[config.mk]
export PLATFORM = sky130hd
export DESIGN_NAME = mod_counter_param_flat
export DESIGN_NICKNAME = d
export VERILOG_FILES = /design/src/rtl/mod_counter_param_if.sv /design/src/rtl/mod_counter_param.sv /design/src/flat_wrapper.sv
export SDC_FILE = /design/constraint.sdc
export NUM_CORES = 1
export LEC_CHECK = 0
export BUFFER_PORTS_ARGS = -buffer_cell sky130_fd_sc_hd__buf_2
export CORE_MARGIN = 5
export CORE_UTILIZATION = 55
export CTS_CLUSTER_DIAMETER = 80
export DETAILED_ROUTE_END_ITERATION = 10
export PLACE_DENSITY = 0.78
export SLEW_MARGIN = 40
export SYNTH_ARGS = -nofsm -noshare
export SYNTH_HDL_FRONTEND = slang
export SYNTH_SLANG_ARGS = --single-unit
[constraint.sdc]
create_clock -name clk -period 6.76 [get_ports clk]
set_input_delay 0.338 -clock clk [delete_from_list [all_inputs] [get_ports clk]]
set_output_delay 0.338 -clock clk [all_outputs]
set_load 0.02 [all_outputs]
[src/rtl/mod_counter_param_if.sv]
// Bundle of control inputs and status outputs for mod_counter_param.
// The master side drives the controls and the slave side is the counter.
interface mod_counter_param_if #(
    parameter int WIDTH = 11,
    parameter int CNT_W = 8
);
    logic             en;
    logic             dir;
    logic             sat;
    logic             load;
    logic [WIDTH-1:0] load_val;
    logic [WIDTH-1:0] c;
    logic             wrap;
    logic [CNT_W-1:0] wrap_cnt;
    logic             err;

    modport master (
        output en, dir, sat, load, load_val,
        input  c, wrap, wrap_cnt, err
    );

    modport slave (
        input  en, dir, sat, load, load_val,
        output c, wrap, wrap_cnt, err
    );
endinterface

[src/rtl/mod_counter_param.sv]
// Up/down modulo counter over [RESTART, LIMIT] with load, wrap/saturate
// selection, a wrap pulse, a wrap tally and a sticky out-of-range load flag.
module mod_counter_param #(
    parameter int WIDTH   = 11,
    parameter int LIMIT   = 200,
    parameter int RESTART = 1,
    parameter int CNT_W   = 8
) (
    input  logic                  clk,
    input  logic                  rst_n,
    mod_counter_param_if.slave    bus
);

    localparam logic [WIDTH-1:0] LIMIT_V   = WIDTH'(LIMIT);
    localparam logic [WIDTH-1:0] RESTART_V = WIDTH'(RESTART);

    logic [WIDTH-1:0] c_r;
    logic             wrap_r;
    logic [CNT_W-1:0] wrap_cnt_r;
    logic             err_r;

    logic [WIDTH-1:0] c_nxt_s;
    logic             wrap_nxt_s;
    logic             err_nxt_s;

    // Next-state selection: load beats count, count beats hold.
    always_comb begin
        c_nxt_s    = c_r;
        wrap_nxt_s = 1'b0;
        err_nxt_s  = err_r;
        if (bus.load) begin
            if (bus.load_val <= LIMIT_V) begin
                c_nxt_s = bus.load_val;
            end else begin
                c_nxt_s   = LIMIT_V;
                err_nxt_s = 1'b1;
            end
        end else if (bus.en) begin
            if (!bus.dir) begin
                if (c_r != LIMIT_V) begin
                    c_nxt_s = c_r + WIDTH'(1);
                end else if (bus.sat) begin
                    c_nxt_s = c_r;
                end else begin
                    c_nxt_s    = RESTART_V;
                    wrap_nxt_s = 1'b1;
                end
            end else begin
                // Values below RESTART (e.g. 0 after reset) also take the boundary branch.
                if (c_r > RESTART_V) begin
                    c_nxt_s = c_r - WIDTH'(1);
                end else if (bus.sat) begin
                    c_nxt_s = c_r;
                end else begin
                    c_nxt_s    = LIMIT_V;
                    wrap_nxt_s = 1'b1;
                end
            end
        end else begin
            c_nxt_s = c_r;
        end
    end

    // State and output registers with synchronous active-low reset.
    always_ff @(posedge clk) begin
        if (!rst_n) begin
            c_r        <= '0;
            wrap_r     <= 1'b0;
            wrap_cnt_r <= '0;
            err_r      <= 1'b0;
        end else begin
            c_r    <= c_nxt_s;
            wrap_r <= wrap_nxt_s;
            err_r  <= err_nxt_s;
            if (wrap_nxt_s) begin
                wrap_cnt_r <= wrap_cnt_r + CNT_W'(1);
            end else begin
                wrap_cnt_r <= wrap_cnt_r;
            end
        end
    end

    assign bus.c        = c_r;
    assign bus.wrap     = wrap_r;
    assign bus.wrap_cnt = wrap_cnt_r;
    assign bus.err      = err_r;

endmodule

[src/flat_wrapper.sv]
// flat-port wrapper written by rule: the top's interface ports become plain ports
module mod_counter_param_flat 
#(
    parameter int WIDTH   = 11,
    parameter int LIMIT   = 200,
    parameter int RESTART = 1,
    parameter int CNT_W   = 8
)
  (clk, rst_n, bus_en, bus_dir, bus_sat, bus_load, bus_load_val, bus_c, bus_wrap, bus_wrap_cnt, bus_err);
  mod_counter_param_if #(.WIDTH(WIDTH), .CNT_W(CNT_W)) bus_i ();
  input  logic clk;
  input  logic rst_n;
  input wire logic [$bits(bus_i.en)-1:0] bus_en;
  input wire logic [$bits(bus_i.dir)-1:0] bus_dir;
  input wire logic [$bits(bus_i.sat)-1:0] bus_sat;
  input wire logic [$bits(bus_i.load)-1:0] bus_load;
  input wire logic [$bits(bus_i.load_val)-1:0] bus_load_val;
  output wire logic [$bits(bus_i.c)-1:0] bus_c;
  output wire logic [$bits(bus_i.wrap)-1:0] bus_wrap;
  output wire logic [$bits(bus_i.wrap_cnt)-1:0] bus_wrap_cnt;
  output wire logic [$bits(bus_i.err)-1:0] bus_err;
  assign bus_i.en = bus_en;
  assign bus_i.dir = bus_dir;
  assign bus_i.sat = bus_sat;
  assign bus_i.load = bus_load;
  assign bus_i.load_val = bus_load_val;
  assign bus_c = bus_i.c;
  assign bus_wrap = bus_i.wrap;
  assign bus_wrap_cnt = bus_i.wrap_cnt;
  assign bus_err = bus_i.err;
  mod_counter_param #(.WIDTH(WIDTH), .LIMIT(LIMIT), .RESTART(RESTART), .CNT_W(CNT_W)) u_core (.clk(clk), .rst_n(rst_n), .bus(bus_i));
endmodule
==> flow_metrics.py <==
metrics = {
    "final_layout": {
        "nNetsFinal": 258,
        "fillCellCount": 258,
        "multi_input_comb_area_sq_mm": 0.00111,
        "drive_gt1_frac": 0.220,
        "syn2layout_area_growth_pct": 11.9,
        "seqCellArea_sq_um": 420,
        "antenna_cells": 0,
    },
    "route": {
        "via_per_inst": 6.92,
        "drc": 0,
        "routedWlPerCell_um": 17.8,
        "drt.antenna.violating_nets": 0,
        "wl_um": 4750,
        "drt_first_pass_iters": 5,
        "vias": 1847,
        "drt-initial-drc-count": 200,
    },
    "global_routing": {
        "track_usage": 0.230,
        "grt_pass1_wl_um": 7730,
        "grt_max_degree": 23,
        "grt_pass1_vias": 1691,
        "antenna_found_initial": 0,
        "grt_overflow_total": 0,
    },
    "run": {
        "cap_viol_max_count": 0,
    },
    "die": {
        "dieArea_sq_mm": 0.00417,
        "ios": 38,
        "core-area_sq_mm": 0.00281,
        "rows": 19,
        "initial_core_util": 0.583,
        "die_w_um": 64.6,
        "die_h_um": 64.6,
    },
    "timing": {
        "fin_tns_setup_ps": 0,
        "setup_viol": 0,
        "period_minus_slack_ps": 2660,
        "fin_crit_sh": 0.393,
        "fmax_mhz": 376,
        "hold_viol_final": 0,
        "drv_slew": 0,
        "rsz0062_at_grt": "no",
        "slew_headroom": 0.463,
        "fin_worst_skew_ps": 4.56,
        "worstMarginPinSlew_ps": 800,
    },
    "power_and_ir_drop": {
        "total_power_uw": 294,
        "powerDensity_mw_per_mm2": 160,
        "power_frac_clock": 0.219,
        "vdd_drop_max_mv": 0.0958,
        "p_leak_uw": 0.000708,
        "comb_power_share": 0.303,
        "p_switching_uw": 107,
        "p_seq_frac": 0.478,
        "p_sw_frac": 0.365,
        "cellInternalPower_uw": 186,
    },
    "place": {
        "dp_hpwl_um": 3540,
        "place.gp.congestion": 0.984,
        "port_buffers": 37,
    },
    "setup_path": {
        "crit_type": "flip-flop to flip-flop",
        "cp_max_fo": 10,
        "start_kind": "flip-flop",
        "required_ps": 6990,
        "crit_chain": "inv_1, ha_1, or3b_1, or4_4, o211ai_2, nor2_1, a32o_1",
        "endpoint_kind": "flip-flop",
        "critPathBufInv": 1,
        "cpLargestDelayFamily": "simple AND/OR/NAND/NOR gates",
        "slowest_delay_ps": 540,
        "slowest_stage": "or4_4",
        "crit_arrival_ps": 2880,
    },
    "clock_network": {
        "clkTransAtPathRegs_ps": 120,
        "htreeDepth": 1,
        "cts_tree": "yes",
        "clock_latency_ps": 320,
        "clock_sinks": 21,
        "root_buffer": "clkbuf_4",
        "numCtsBuffers": 3,
        "cts-resized-gates": 0,
        "cts_hold_buf": 0,
        "post_cts_buffers": 0,
        "cts_buffer_depth": 2,
    },
    "synth": {
        "ys_warn_count": 0,
        "ys.flop_type": "dfxtp_1",
        "synth.avg_cell_area_sq_um": 7.87,
        "synth_area_sq_mm": 0.00164,
        "synth_area_leaders": "dfxtp_1, o21ai_0, o31ai_1, a21oi_1, ha_1",
        "synth_cells": 208,
        "synth_area_leader_cell": "dfxtp_1",
        "syn-num-nets": 229,
        "post-synth-top-count-cell": "dfxtp_1",
        "synth-edff-count": 0,
        "synth_top_area_share": 0.257,
        "yosysUniqueCellTypes": 58,
        "ys_ff_latch": 21,
        "yosysSeqAreaShare": 0.257,
        "synthTopCellsByCount": "dfxtp_1, inv_1, nor2_1, o21ai_0, nand2_1",
        "ys_async_sr_fraction": 0,
    },
    "status": {
        "status": "finished clean",
    },
    "hold_path": {
        "min_path_type": "primary input to flip-flop",
    },
}
==> through the flow <==
step / instances / cell area [sq um] / util / hold WS, ps / setup WS (ps)
floorplan: 208 / 1640 / - / 475 / 4290
finish: 267 / 1830 / 0.653 / 285 / 4100
global route: 267 / 1830 / 0.653 / 291 / 3960
CTS: 267 / 1830 / 0.651 / 291 / 4150
global placement: 263 / 1800 / 0.642 / 432 / 4250
detailed placement: 263 / 1800 / 0.642 / 446 / 4160
==> power groups by stage <==
| stage | sequential, uW | combinational (uW) | clock (uW) |
|---|---|---|---|
| finish | 140 | 89.0 | 64.2 |
| global route | 141 | 96.9 | 71.1 |
| CTS | 140 | 87.4 | 64.3 |
| detailed placement | 142 | 87.0 | 0 |
| global placement | 142 | 85.8 | 0 |
| floorplan | 141 | 65.3 | 0 |
==> cells by family (layout without fill, tap and decap cells) <==
logic type / count (synthesis) / after routing / share of synthesized area
and+or+nand+nor: 79 / 79 / 0.282
adders and majority gates: 4 / 4 / 0.0306
buffers and inverters: 26 / 54 / 0.0665
muxes: 3 / 3 / 0.0191
DFF: 21 / 21 / 0.257
AOI/OAI and AO/OA: 69 / 69 / 0.313
xor gates and xnor gates: 6 / 6 / 0.0321
==> registers in the layout, summed over array words and instances, names as in the netlist <==
register / flops
u_core.bus.err: 1
u_core.bus.c: 11
u_core.bus.wrap: 1
u_core.bus.wrap_cnt: 8
==> area by class of cell <==
cell class | count | share of cell area
clock buffers | 4 | 0.0143
inverters | 13 | 0.0266
multi-input cells | 161 | 0.607
flip-flops and latches | 21 | 0.230
well taps | 31 | 0.0212
repair buffers | 37 | 0.101
==> worst reg2reg max path, stage by stage, from the launching register on <==
cell	delay [ps]
dfxtp_1	420
inv_1	110
ha_1	230
or3b_1	490
or4_4	540
o211ai_2	420
nor2_1	130
a32o_1	230
==> routing by layer <==
metal / vias to the layer above / share of wire / global-route usage
li1: 860 / - / -
met2: 112 / 0.49 / 0.392
met3: 21 / 0.090 / 0.0415
met5: - / 0 / 0
met1: 854 / 0.39 / 0.279
met4: 0 / 0.027 / 0.111
==> final timing paths <==
kind	from	endpoint	slack [ps]	cells past startpoint
worst min register to register	u_core.bus.err	u_core.bus.err	450	2
worst min-delay path	bus_load_val[4]	u_core.bus.c[4]	280	3
worst max-delay path	u_core.bus.c[0]	u_core.bus.c[9]	4100	7
worst max register to register	u_core.bus.c[0]	u_core.bus.c[9]	4100	7
==> cell usage in the layout (no fill, tap or decap), types with 4 or more instances in the layout <==
cell type,count
nand2b_1,4
ha_1,4
a311oi_1,5
nor3_1,9
o21ai_0,12
inv_1,13
a21oi_1,10
a221oi_1,4
nor2_1,12
nand4_1,6
buf_2,37
nand2_1,11
o31ai_1,8
or3_1,6
dfxtp_1,21
nor4_1,5
nand3_1,7
Power figures use the tool's default switching activity.
